$ cat src/rtl/multicycle_control_fsm_pkg.sv
// Shared definitions for the multi-cycle RV32I control FSM.
//   - RV32I major opcode constants and a legality helper
//   - FSM state encoding
//   - ALU control class and trap cause encodings
//   - ctrl_t: the full set of per-state control strobes
package multicycle_control_fsm_pkg;

  localparam logic [6:0] OP_LOAD   = 7'b0000011;
  localparam logic [6:0] OP_MATHI  = 7'b0010011;
  localparam logic [6:0] OP_AUIPC  = 7'b0010111;
  localparam logic [6:0] OP_STORE  = 7'b0100011;
  localparam logic [6:0] OP_MATHR  = 7'b0110011;
  localparam logic [6:0] OP_LUI    = 7'b0110111;
  localparam logic [6:0] OP_BRANCH = 7'b1100011;
  localparam logic [6:0] OP_JALR   = 7'b1100111;
  localparam logic [6:0] OP_JAL    = 7'b1101111;

  typedef enum logic [2:0] {
    ST_IDLE, ST_FETCH, ST_DECODE, ST_EXEC, ST_MEM, ST_WB, ST_TRAP
  } state_e;

  typedef enum logic [1:0] {
    ALU_ADD    = 2'b00,
    ALU_BRANCH = 2'b01,
    ALU_RTYPE  = 2'b10,
    ALU_ITYPE  = 2'b11
  } alu_class_e;

  typedef enum logic [1:0] {
    CAUSE_NONE     = 2'b00,
    CAUSE_ILLEGAL  = 2'b01,
    CAUSE_FETCH_TO = 2'b10,
    CAUSE_DATA_TO  = 2'b11
  } trap_cause_e;

  typedef struct packed {
    logic        imem_req;
    logic        dmem_req;
    logic        ir_write;
    logic        pc_write;
    logic        branch;
    logic        mem_read;
    logic        mem_write;
    logic        mem_to_reg;
    logic        alu_src;
    alu_class_e  alu_op;
    logic        reg_write;
    logic        retire;
    logic        trap;
    trap_cause_e trap_cause;
  } ctrl_t;

  function automatic logic is_legal_op(input logic [6:0] op);
    case (op)
      OP_LOAD, OP_MATHI, OP_AUIPC, OP_STORE, OP_MATHR,
      OP_LUI, OP_BRANCH, OP_JALR, OP_JAL: is_legal_op = 1'b1;
      default:                            is_legal_op = 1'b0;
    endcase
  endfunction

endpackage

$ cat src/rtl/multicycle_control_fsm_if.sv
// Control/handshake bundle between the control FSM, the memories and the
// datapath.
//   master : the FSM (consumes opcode and ready flags, drives strobes)
//   slave  : datapath/memory side (drives opcode and ready flags)
interface multicycle_control_fsm_if #(
  parameter int ALU_OP_W = 2
);
  logic [6:0]          opcode;
  logic                imem_req;
  logic                imem_ready;
  logic                dmem_req;
  logic                dmem_ready;
  logic                ir_write;
  logic                pc_write;
  logic                branch;
  logic                mem_read;
  logic                mem_write;
  logic                mem_to_reg;
  logic                alu_src;
  logic [ALU_OP_W-1:0] alu_op;
  logic                reg_write;
  logic                retire;
  logic                trap;
  logic [1:0]          trap_cause;

  modport master (
    input  opcode, imem_ready, dmem_ready,
    output imem_req, dmem_req, ir_write, pc_write, branch, mem_read,
           mem_write, mem_to_reg, alu_src, alu_op, reg_write, retire,
           trap, trap_cause
  );

  modport slave (
    output opcode, imem_ready, dmem_ready,
    input  imem_req, dmem_req, ir_write, pc_write, branch, mem_read,
           mem_write, mem_to_reg, alu_src, alu_op, reg_write, retire,
           trap, trap_cause
  );
endinterface

$ cat src/rtl/mcfsm_wait_timer.sv
// Memory-wait watchdog for the control FSM.
//   clk, rst_n : clock, synchronous active-low reset
//   clear_i    : FSM is changing state this cycle; restart the count
//   wait_i     : FSM is waiting on a memory whose ready is low this cycle
//   timeout_o  : this is the WAIT_LIMIT-th consecutive waiting cycle
// WAIT_LIMIT = 0 disables the watchdog (timeout_o stays 0).
module mcfsm_wait_timer #(
  parameter int WAIT_LIMIT = 16
) (
  input  logic clk,
  input  logic rst_n,
  input  logic clear_i,
  input  logic wait_i,
  output logic timeout_o
);
  localparam int CW = (WAIT_LIMIT > 0) ? $clog2(WAIT_LIMIT + 1) : 1;
  localparam logic [CW-1:0] LIMIT    = CW'(WAIT_LIMIT);
  localparam logic [CW-1:0] LIMIT_M1 = CW'((WAIT_LIMIT > 0) ? WAIT_LIMIT - 1 : 0);

  logic [CW-1:0] cnt_q, cnt_d;

  always_comb begin
    cnt_d = cnt_q;
    if (clear_i)                        cnt_d = '0;
    else if (wait_i && cnt_q != LIMIT)  cnt_d = cnt_q + 1'b1;  // saturate, never wrap
  end

  // cnt_q holds the waits already completed, so with cnt_q == WAIT_LIMIT-1
  // and ready still low the count reaches WAIT_LIMIT in this cycle.
  assign timeout_o = (WAIT_LIMIT != 0) && wait_i && (cnt_q == LIMIT_M1);

  always_ff @(posedge clk) begin
    if (!rst_n) cnt_q <= '0;
    else        cnt_q <= cnt_d;
  end
endmodule

$ cat src/rtl/multicycle_control_fsm.sv
// Multi-cycle RV32I control FSM: FETCH -> DECODE -> EXEC -> [MEM] -> WB,
// with variable-latency memory handshakes, illegal-opcode and timeout traps.
//   clk, rst_n : clock, synchronous active-low reset
//   bus        : multicycle_control_fsm_if.master (opcode, memory
//                handshakes, datapath strobes, trap/trap_cause)
//   cycle_cnt, instret_cnt : performance counters, present only when
//                MCFSM_PERF_CNT_EN is defined
module multicycle_control_fsm
  import multicycle_control_fsm_pkg::*;
#(
  parameter int ALU_OP_W   = 2,
  parameter int WAIT_LIMIT = 16
`ifdef MCFSM_PERF_CNT_EN
  , parameter int CNT_W    = 32
`endif
) (
  input  logic                          clk,
  input  logic                          rst_n,
  multicycle_control_fsm_if.master      bus
`ifdef MCFSM_PERF_CNT_EN
  , output logic [CNT_W-1:0]            cycle_cnt,
  output logic [CNT_W-1:0]              instret_cnt
`endif
);
  state_e      state_q, state_d;
  logic [6:0]  opcode_q, opcode_d;
  trap_cause_e cause_q, cause_d;
  ctrl_t       ctrl, ctrl_o;
  logic        waiting, timeout;
  logic        is_load, is_store;

  assign is_load  = (opcode_q == OP_LOAD);
  assign is_store = (opcode_q == OP_STORE);
  assign waiting  = ((state_q == ST_FETCH) && !bus.imem_ready) ||
                    ((state_q == ST_MEM)   && !bus.dmem_ready);

  mcfsm_wait_timer #(.WAIT_LIMIT(WAIT_LIMIT)) u_wait_timer (
    .clk       (clk),
    .rst_n     (rst_n),
    .clear_i   (state_d != state_q),
    .wait_i    (waiting),
    .timeout_o (timeout)
  );

  // NOTE: every variable written here gets a default first so no path
  // leaves it unassigned, which would otherwise infer a latch.
  always_comb begin
    state_d  = state_q;
    opcode_d = opcode_q;
    cause_d  = cause_q;
    ctrl     = '0;
    case (state_q)
      ST_IDLE: state_d = ST_FETCH;
      ST_FETCH: begin
        ctrl.imem_req = 1'b1;
        ctrl.ir_write = bus.imem_ready;
        if (bus.imem_ready) begin
          state_d = ST_DECODE;
        end else if (timeout) begin
          state_d = ST_TRAP;
          cause_d = CAUSE_FETCH_TO;
        end
      end
      ST_DECODE: begin
        opcode_d = bus.opcode;
        if (is_legal_op(bus.opcode)) begin
          state_d = ST_EXEC;
        end else begin
          state_d = ST_TRAP;
          cause_d = CAUSE_ILLEGAL;
        end
      end
      ST_EXEC: begin
        case (opcode_q)
          OP_LOAD, OP_STORE: ctrl.alu_src = 1'b1;
          OP_MATHI: begin
            ctrl.alu_op  = ALU_ITYPE;
            ctrl.alu_src = 1'b1;
          end
          OP_MATHR:  ctrl.alu_op = ALU_RTYPE;
          OP_BRANCH: begin
            ctrl.alu_op   = ALU_BRANCH;
            ctrl.branch   = 1'b1;
            ctrl.pc_write = 1'b1;
            ctrl.retire   = 1'b1;
          end
          default: ;
        endcase
        if (opcode_q == OP_BRANCH)     state_d = ST_FETCH;
        else if (is_load || is_store)  state_d = ST_MEM;
        else                           state_d = ST_WB;
      end
      ST_MEM: begin
        ctrl.dmem_req  = 1'b1;
        ctrl.mem_read  = is_load;
        ctrl.mem_write = is_store;
        ctrl.alu_src   = 1'b1;
        if (bus.dmem_ready) begin
          // A store has nothing to write back, so it retires here.
          ctrl.pc_write = is_store;
          ctrl.retire   = is_store;
          state_d       = is_load ? ST_WB : ST_FETCH;
        end else if (timeout) begin
          state_d = ST_TRAP;
          cause_d = CAUSE_DATA_TO;
        end
      end
      ST_WB: begin
        ctrl.reg_write  = 1'b1;
        ctrl.pc_write   = 1'b1;
        ctrl.retire     = 1'b1;
        ctrl.mem_to_reg = is_load;
        state_d         = ST_FETCH;
      end
      ST_TRAP: begin
        ctrl.trap       = 1'b1;
        ctrl.trap_cause = cause_q;
      end
      default: state_d = ST_IDLE;
    endcase
  end

  // Outputs are forced low while reset is held, before the first reset edge
  // has had a chance to settle the state register.
  assign ctrl_o = rst_n ? ctrl : '0;

  assign bus.imem_req   = ctrl_o.imem_req;
  assign bus.dmem_req   = ctrl_o.dmem_req;
  assign bus.ir_write   = ctrl_o.ir_write;
  assign bus.pc_write   = ctrl_o.pc_write;
  assign bus.branch     = ctrl_o.branch;
  assign bus.mem_read   = ctrl_o.mem_read;
  assign bus.mem_write  = ctrl_o.mem_write;
  assign bus.mem_to_reg = ctrl_o.mem_to_reg;
  assign bus.alu_src    = ctrl_o.alu_src;
  assign bus.alu_op     = ALU_OP_W'(ctrl_o.alu_op);
  assign bus.reg_write  = ctrl_o.reg_write;
  assign bus.retire     = ctrl_o.retire;
  assign bus.trap       = ctrl_o.trap;
  assign bus.trap_cause = ctrl_o.trap_cause;

  // NOTE: state registers use non-blocking assignments so every flop samples
  // the pre-edge values, independent of process evaluation order.
  always_ff @(posedge clk) begin
    if (!rst_n) begin
      state_q  <= ST_IDLE;
      opcode_q <= '0;
      cause_q  <= CAUSE_NONE;
    end else begin
      state_q  <= state_d;
      opcode_q <= opcode_d;
      cause_q  <= cause_d;
    end
  end

`ifdef MCFSM_PERF_CNT_EN
  logic [CNT_W-1:0] cycle_cnt_q, instret_cnt_q;

  always_ff @(posedge clk) begin
    if (!rst_n) begin
      cycle_cnt_q   <= '0;
      instret_cnt_q <= '0;
    end else begin
      if (state_q != ST_IDLE && state_q != ST_TRAP) cycle_cnt_q <= cycle_cnt_q + 1'b1;
      if (ctrl_o.retire)                            instret_cnt_q <= instret_cnt_q + 1'b1;
    end
  end

  assign cycle_cnt   = cycle_cnt_q;
  assign instret_cnt = instret_cnt_q;
`endif
endmodule

$ cat src/flat_wrapper.sv
// flat-port wrapper written by rule: the top's interface ports become plain ports
module multicycle_control_fsm_flat import multicycle_control_fsm_pkg::*;
#(
  parameter int ALU_OP_W   = 2,
  parameter int WAIT_LIMIT = 16

)
  (clk, rst_n, bus_opcode, bus_imem_ready, bus_dmem_ready, bus_imem_req, bus_dmem_req, bus_ir_write, bus_pc_write, bus_branch, bus_mem_read, bus_mem_write, bus_mem_to_reg, bus_alu_src, bus_alu_op, bus_reg_write, bus_retire, bus_trap, bus_trap_cause);
  multicycle_control_fsm_if #(.ALU_OP_W(ALU_OP_W)) bus_i ();
  input  logic clk;
  input  logic rst_n;
  input wire logic [$bits(bus_i.opcode)-1:0] bus_opcode;
  input wire logic [$bits(bus_i.imem_ready)-1:0] bus_imem_ready;
  input wire logic [$bits(bus_i.dmem_ready)-1:0] bus_dmem_ready;
  output wire logic [$bits(bus_i.imem_req)-1:0] bus_imem_req;
  output wire logic [$bits(bus_i.dmem_req)-1:0] bus_dmem_req;
  output wire logic [$bits(bus_i.ir_write)-1:0] bus_ir_write;
  output wire logic [$bits(bus_i.pc_write)-1:0] bus_pc_write;
  output wire logic [$bits(bus_i.branch)-1:0] bus_branch;
  output wire logic [$bits(bus_i.mem_read)-1:0] bus_mem_read;
  output wire logic [$bits(bus_i.mem_write)-1:0] bus_mem_write;
  output wire logic [$bits(bus_i.mem_to_reg)-1:0] bus_mem_to_reg;
  output wire logic [$bits(bus_i.alu_src)-1:0] bus_alu_src;
  output wire logic [$bits(bus_i.alu_op)-1:0] bus_alu_op;
  output wire logic [$bits(bus_i.reg_write)-1:0] bus_reg_write;
  output wire logic [$bits(bus_i.retire)-1:0] bus_retire;
  output wire logic [$bits(bus_i.trap)-1:0] bus_trap;
  output wire logic [$bits(bus_i.trap_cause)-1:0] bus_trap_cause;
  assign bus_i.opcode = bus_opcode;
  assign bus_i.imem_ready = bus_imem_ready;
  assign bus_i.dmem_ready = bus_dmem_ready;
  assign bus_imem_req = bus_i.imem_req;
  assign bus_dmem_req = bus_i.dmem_req;
  assign bus_ir_write = bus_i.ir_write;
  assign bus_pc_write = bus_i.pc_write;
  assign bus_branch = bus_i.branch;
  assign bus_mem_read = bus_i.mem_read;
  assign bus_mem_write = bus_i.mem_write;
  assign bus_mem_to_reg = bus_i.mem_to_reg;
  assign bus_alu_src = bus_i.alu_src;
  assign bus_alu_op = bus_i.alu_op;
  assign bus_reg_write = bus_i.reg_write;
  assign bus_retire = bus_i.retire;
  assign bus_trap = bus_i.trap;
  assign bus_trap_cause = bus_i.trap_cause;
  multicycle_control_fsm #(.ALU_OP_W(ALU_OP_W), .WAIT_LIMIT(WAIT_LIMIT)) u_core (.clk(clk), .rst_n(rst_n), .bus(bus_i));
endmodule
$ cat config.mk
export PLATFORM = sky130hd
export DESIGN_NAME = multicycle_control_fsm_flat
export DESIGN_NICKNAME = d
export VERILOG_FILES = /design/src/rtl/multicycle_control_fsm_pkg.sv /design/src/rtl/multicycle_control_fsm_if.sv /design/src/rtl/mcfsm_wait_timer.sv /design/src/rtl/multicycle_control_fsm.sv /design/src/flat_wrapper.sv
export SDC_FILE = /design/constraint.sdc
export NUM_CORES = 1
export LEC_CHECK = 0
export CAP_MARGIN = 20
export CORE_MARGIN = 1
export CORE_UTILIZATION = 53
export DETAILED_ROUTE_END_ITERATION = 7
export GPL_ROUTABILITY_DRIVEN = 0
export PLACE_DENSITY = 0.84
export SLEW_MARGIN = 0
export SYNTH_ARGS = -nofsm -noshare
export SYNTH_HDL_FRONTEND = slang
export SYNTH_SLANG_ARGS = --single-unit
$ cat constraint.sdc
create_clock -name clk -period 4.7 [get_ports clk]
set_clock_uncertainty 0.2 [all_clocks]
set_input_delay 0.47 -clock clk [delete_from_list [all_inputs] [get_ports clk]]
set_output_delay 0.47 -clock clk [all_outputs]
set_load 0.05 [all_outputs]
* Yosys cells after proc, flatten, opt, wreduce, memory -nomap -nowiden
Index checks and enable logic that the tools add are counted.
** Storage, ports and cells
- Register bits :: 17
- Output and inout bits :: 16
- Word-level logic and storage cells :: 83
** Operators by class
- $add $sub $neg :: 1
- Eq/ne operators :: 28
- Muxes and demuxes :: 34
- Bitwise gates (word level) :: 1
- Reductions and logical operators :: 15
** Operator list (count)
- == test 7 x 6 -> 1 bit (second input constant) :: 5
- == test 7 bit (second input constant) :: 4
- == test 7 x 5 -> 1 bit (second input constant) :: 3
- two-way mux 3 bit :: 7
- case mux 3 bit (6 select lines) :: 1
- two-way mux 16 bit :: 1
- two-way mux 2 bit :: 8
- == test 7 x 2 -> 1 bit (second input constant) :: 2
- two-way mux 1 bit :: 12
- case mux 2 bit (3 select lines) :: 2
- == test 3 bit (second input constant) :: 3
- OR reduction 9 bit :: 1
- == test 3 x 2 -> 1 bit (second input constant) :: 2
- inequality test 2 bit (second input constant) :: 3
- case mux 1 bit (3 select lines) :: 2
- AND reduction 6 bit :: 1
- adder 5 x 1 -> 5 bit (second input constant) :: 1
- == test 5 x 4 -> 1 bit (second input constant) :: 1
- inequality test 5 bit (second input constant) :: 1
- logical AND 1 bit :: 4
- inequality test 2 x 1 -> 1 bit (second input constant) :: 2
- OR reduction 2 bit :: 2
- == test 3 x 1 -> 1 bit (second input constant) :: 1
- logical NOT 3 bit :: 1
- other kinds (7) :: 9

* Depth between registers and ports, before layout
- Word-level depth :: 9
- Gate-level depth with buffers :: 9

* Modules after synthesis
Synthesis repeated with hierarchy kept, for this count alone.
** Unflattened totals
- Cell total of the unflattened synthesis :: 156
- Area total of the unflattened synthesis :: 1287.5 um^2
** By module, submodules not included
- multicycle_control_fsm :: instances 1, cells each 123, area an instance 980.9 um^2, seq. area each 240.2 um^2
- mcfsm_wait_timer :: instances 1, cells each 33, area an instance 306.5 um^2, seq. area each 100.1 um^2

* Worst setup path after synthesis
Ideal clock, no wire load.
- Kind :: register -> output
- Start point :: register u_core.state_q[1]
- End point :: output bus_trap_cause[0]
- Arrival time :: 2.860 ns
- Required time :: 4.030 ns
- Setup slack :: 1.170 ns
- Cell stages (with the launch flop) :: 4
- Cells stage by stage :: dfxtp_1 inv_1 nor4b_1 and2_1
** Between the ends
- Word-level cells in the longest chain between the ends :: 3
** RTL lines
- from (decl) :: line multicycle_control_fsm.sv:25 : state_e state_q, state_d;
- from (signal assigned) :: line multicycle_control_fsm.sv:150 : state_q <= state_d;
- == test 3 bit :: line multicycle_control_fsm.sv:52 : case (state_q)
- two-way mux 3 bit :: line multicycle_control_fsm.sv:52
- two-way mux 16 bit :: line multicycle_control_fsm.sv:125 : assign ctrl_o = rst_n ? ctrl : '0;
- to (decl) :: line flat_wrapper.sv:28 : output wire logic [$bits(bus_i.trap_cause)-1:0] bus_trap_cause;
Every way passes these cells.

* Worst setup path in the final report
- Start point :: input rst_n
- End point :: output bus_trap_cause[1]
** Between the ends
- Word-level cells in the longest chain between the ends :: 1
** RTL lines
- from (decl) :: line flat_wrapper.sv:11 : input logic rst_n;
- two-way mux 16 bit :: line multicycle_control_fsm.sv:125
Every way passes these cells.

==> results_dict.tcl <==
set metrics [dict create \
    synthTopCellsByArea "dfxtp_1 29%, a21boi_0 6.3%, nand2_1 6.0%" \
    fin_crit_sh_pct 75.68 \
    synthCells 144 \
    die-area_um2 2441 \
    cts_sinks 17 \
    clkTransAtPathRegs_ns 0.09 \
    met2_usage_pct 40.64 \
    post_drt_wl_per_cell_um 13.32 \
    status "finished, final reports clean" \
    grt_first_pass_wirelength_um 4395 \
    yosysTopAreaCellShare_pct 28.57 \
    yosysMostFrequentCell "nand2_1" \
    area_growth_pct 22.37 \
    synth_edf_count 0 \
    nFillCells 178 \
    ys_ff_latch 17 \
    root_buffer "clkbuf_4" \
    cts_buffer_depth 2 \
    core.rowCount 16 \
    grt_overflow_total 0 \
    cts_buffers 3 \
    hold_path_depth 2 \
    port_buffers 26 \
    p_clk_share_pct 24.8 \
    cts_tree "yes" \
    ir_drop_v 0.0001620 \
    cp_slowest_cell "clkdlybuf4s50_1" \
    max_stage_delay_ns 0.90 \
    drive_gt1_share_pct 10.18 \
    hold_path_startpoint "u_core.opcode_q[2]" \
    rr_worst_depth 6 \
    vias_per_cell 5.691 \
    swShare_pct 32.14 \
    async_flop_share_pct 0 \
    synthDistinctLibCells 47 \
    cp.required_ns 4.03 \
    reg2reg_to "u_core.u_wait_timer.cnt_q[2]" \
    dr.pass1.iters 4 \
    startpoint_type "input pin" \
    insertion_delay_ns 0.30 \
    r2r-start "u_core.state_q[1]" \
    maxSlewViolCount 0 \
    max-cap-violations 0 \
    worstPathCellList "clkdlybuf4s50_1 -> nor4b_1 -> and2_1 -> clkdlybuf4s50_1" \
    powerDensity_nw_per_um2 221.0 \
    synth.cells.most_frequent "19 x nand2_1, 17 x dfxtp_1, 14 x nor2_1" \
    min_to "u_core.opcode_q[2]" \
    max_freq_ghz 0.2811 \
    rsz0062_at_grt "no" \
    p_comb_share_pct 24.0 \
    worst_slack_ns 1.143 \
    wl_um 2584 \
    power_frac_seq_pct 51.3 \
    antenna_left 0 \
    gr-usage-met3_pct 1.869 \
    initial_core_util_pct 58.33 \
    globalRouteMet1Util_pct 29.41 \
    p_total_mw 0.3221 \
    synth_top_cell_by_area "dfxtp_1" \
    syn_nets 158 \
    switchingPower_mw 0.1035 \
    cpMostUsedCell "clkdlybuf4s50_1" \
    busiest_layer "met2" \
    path_class "input pin to output port" \
    crit_fanout 23 \
    internal-power_mw 0.2186 \
    rrSetupSlack_ns 2.24 \
    maxSlewHeadroom_pct 54.92 \
    die_w_um 49.41 \
    grt_start_max_net_pins 24 \
    final_area_um2 1458 \
    vias 1104 \
    core_area_um2 2042 \
    hp-class "flip-flop to flip-flop" \
    cp-end-kind "output port" \
    antenna_found_initial 0 \
    io_pins 27 \
    tightest_slew_ns 0.6741 \
    dp_slack_ns 1.161 \
    finalSetupViolations 0 \
    syn_area_per_cell_um2 8.272 \
    yosys_warnings 0 \
    nNetsFinal 182 \
    post_dp_cell_area_um2 1430 \
    dp_hpwl_um 1995 \
    diodes 0 \
    tns_ns 0 \
    drc 0 \
    crit_family "buffers and inverters" \
    initialDrtViolationCount 32 \
    synth-main-ff-cell "dfxtp_1" \
    h-tree-depth 1 \
    arrival_ns 2.89 \
    grt_pass1_vias 1011 \
    synthesis.area_um2 1191 \
    track_usage_pct 22.89 \
    holdBufCountCts 0 \
    hold_viol 0 \
    cts_setup_buffers 0 \
    ys_seq_area_share_pct 28.57 \
    p_leak_nw 0.5234 \
    chipHeight_um 49.41 \
    path_buf_inv 2 \
    fin_crit_ns 3.557 \
    cts-resized-gates 0 \
]
==> registers in the layout, summed over array words and instances, names as in the netlist <==
| register | cells |
|---|---|
| u_core.u_wait_timer.cnt_q | 5 |
| u_core.opcode_q | 7 |
| u_core.state_q | 3 |
| u_core.cause_q | 2 |
==> power by group through the flow <==
stage	clock network, mW	registers [mW]	logic, mW
3_3_place_gp	0	0.168	0.0753
5_1_grt	0.0879	0.167	0.0840
4_1_cts	0.0803	0.165	0.0770
2_1_floorplan	0	0.161	0.0648
6_report	0.0797	0.165	0.0773
3_5_place_dp	0	0.168	0.0768
==> routing by layer <==
metal	up-vias	part of all wire, %
li1	556	-
met5	-	0
met2	31	48
met4	0	1.0
met1	512	48
met3	5	3.6
==> area by class of cell <==
| class | instances | area [µm²] | area share (%) |
|---|---|---|---|
| Clock inverter | 1 | 5.005 | 0.3433 |
| Tap cell | 27 | 33.78 | 2.318 |
| Inverter | 9 | 33.78 | 2.318 |
| Sequential cell | 17 | 340.3 | 23.35 |
| Multi-Input combinational cell | 111 | 762.0 | 52.27 |
| Timing Repair Buffer | 26 | 260.3 | 17.85 |
| Clock buffer | 3 | 22.52 | 1.545 |
==> worst max-delay path by stage <==
stage / startpoint / end / slack [ns] / depth (start not counted)
3_3_place_gp: rst_n / bus_trap_cause[1] / 1.31 / 4
4_1_cts: rst_n / bus_trap_cause[1] / 1.15 / 4
2_1_floorplan: u_core.state_q[1] / bus_trap_cause[0] / 1.17 / 3
5_1_grt: rst_n / bus_trap_cause[1] / 1.01 / 4
6_report: rst_n / bus_trap_cause[1] / 1.14 / 4
3_5_place_dp: rst_n / bus_trap_cause[1] / 1.16 / 4
==> tightest hold or removal path, stage by stage (launching register included) <==
cell and delay (ns):
dfxtp_1 0.34, nand2_1 0.06, a21boi_0 0.07
==> per-stage QoR <==
stage / std cells / util [%] / hold WS (ns)
6_report: 194 / 71.38 / 0.3111
5_1_grt: 194 / 71.38 / 0.3356
4_1_cts: 194 / 71.38 / 0.3107
3_5_place_dp: 190 / 70.04 / 0.2887
3_3_place_gp: 190 / 70.04 / 0.2806
2_1_floorplan: 144 / - / 0.2571
==> kinds of logic after synthesis <==
logic type,count (synthesis),synth area share [%]
compound gates,35,24.58
xor+xnor,2,1.471
fa+ha+maj,3,3.152
buf+inv,16,7.458
flops,17,28.57
mux,1,0.8404
simple gates,70,33.93
==> cell usage in the layout (no fill, tap or decap), types with 2 or more instances in the layout <==
cell type        netlist  layout
clkbuf_4               0       3
clkdlybuf4s50_1        0      26
o211a_1                3       3
nand4_1                3       3
ha_1                   3       3
and2_1                 6       6
o21ai_0                4       4
a311oi_2               2       2
nand2_1               19      19
and3_1                 4       4
nand3_1                2       2
a21boi_0              10      10
nor3_2                 2       2
a21oi_1                5       5
nor2b_1                4       4
nor2_1                14      14
nor3_1                 3       3
inv_1                  9       9
dfxtp_1               17      17
nor3b_1                3       3
Power figures use the tool's default switching activity.
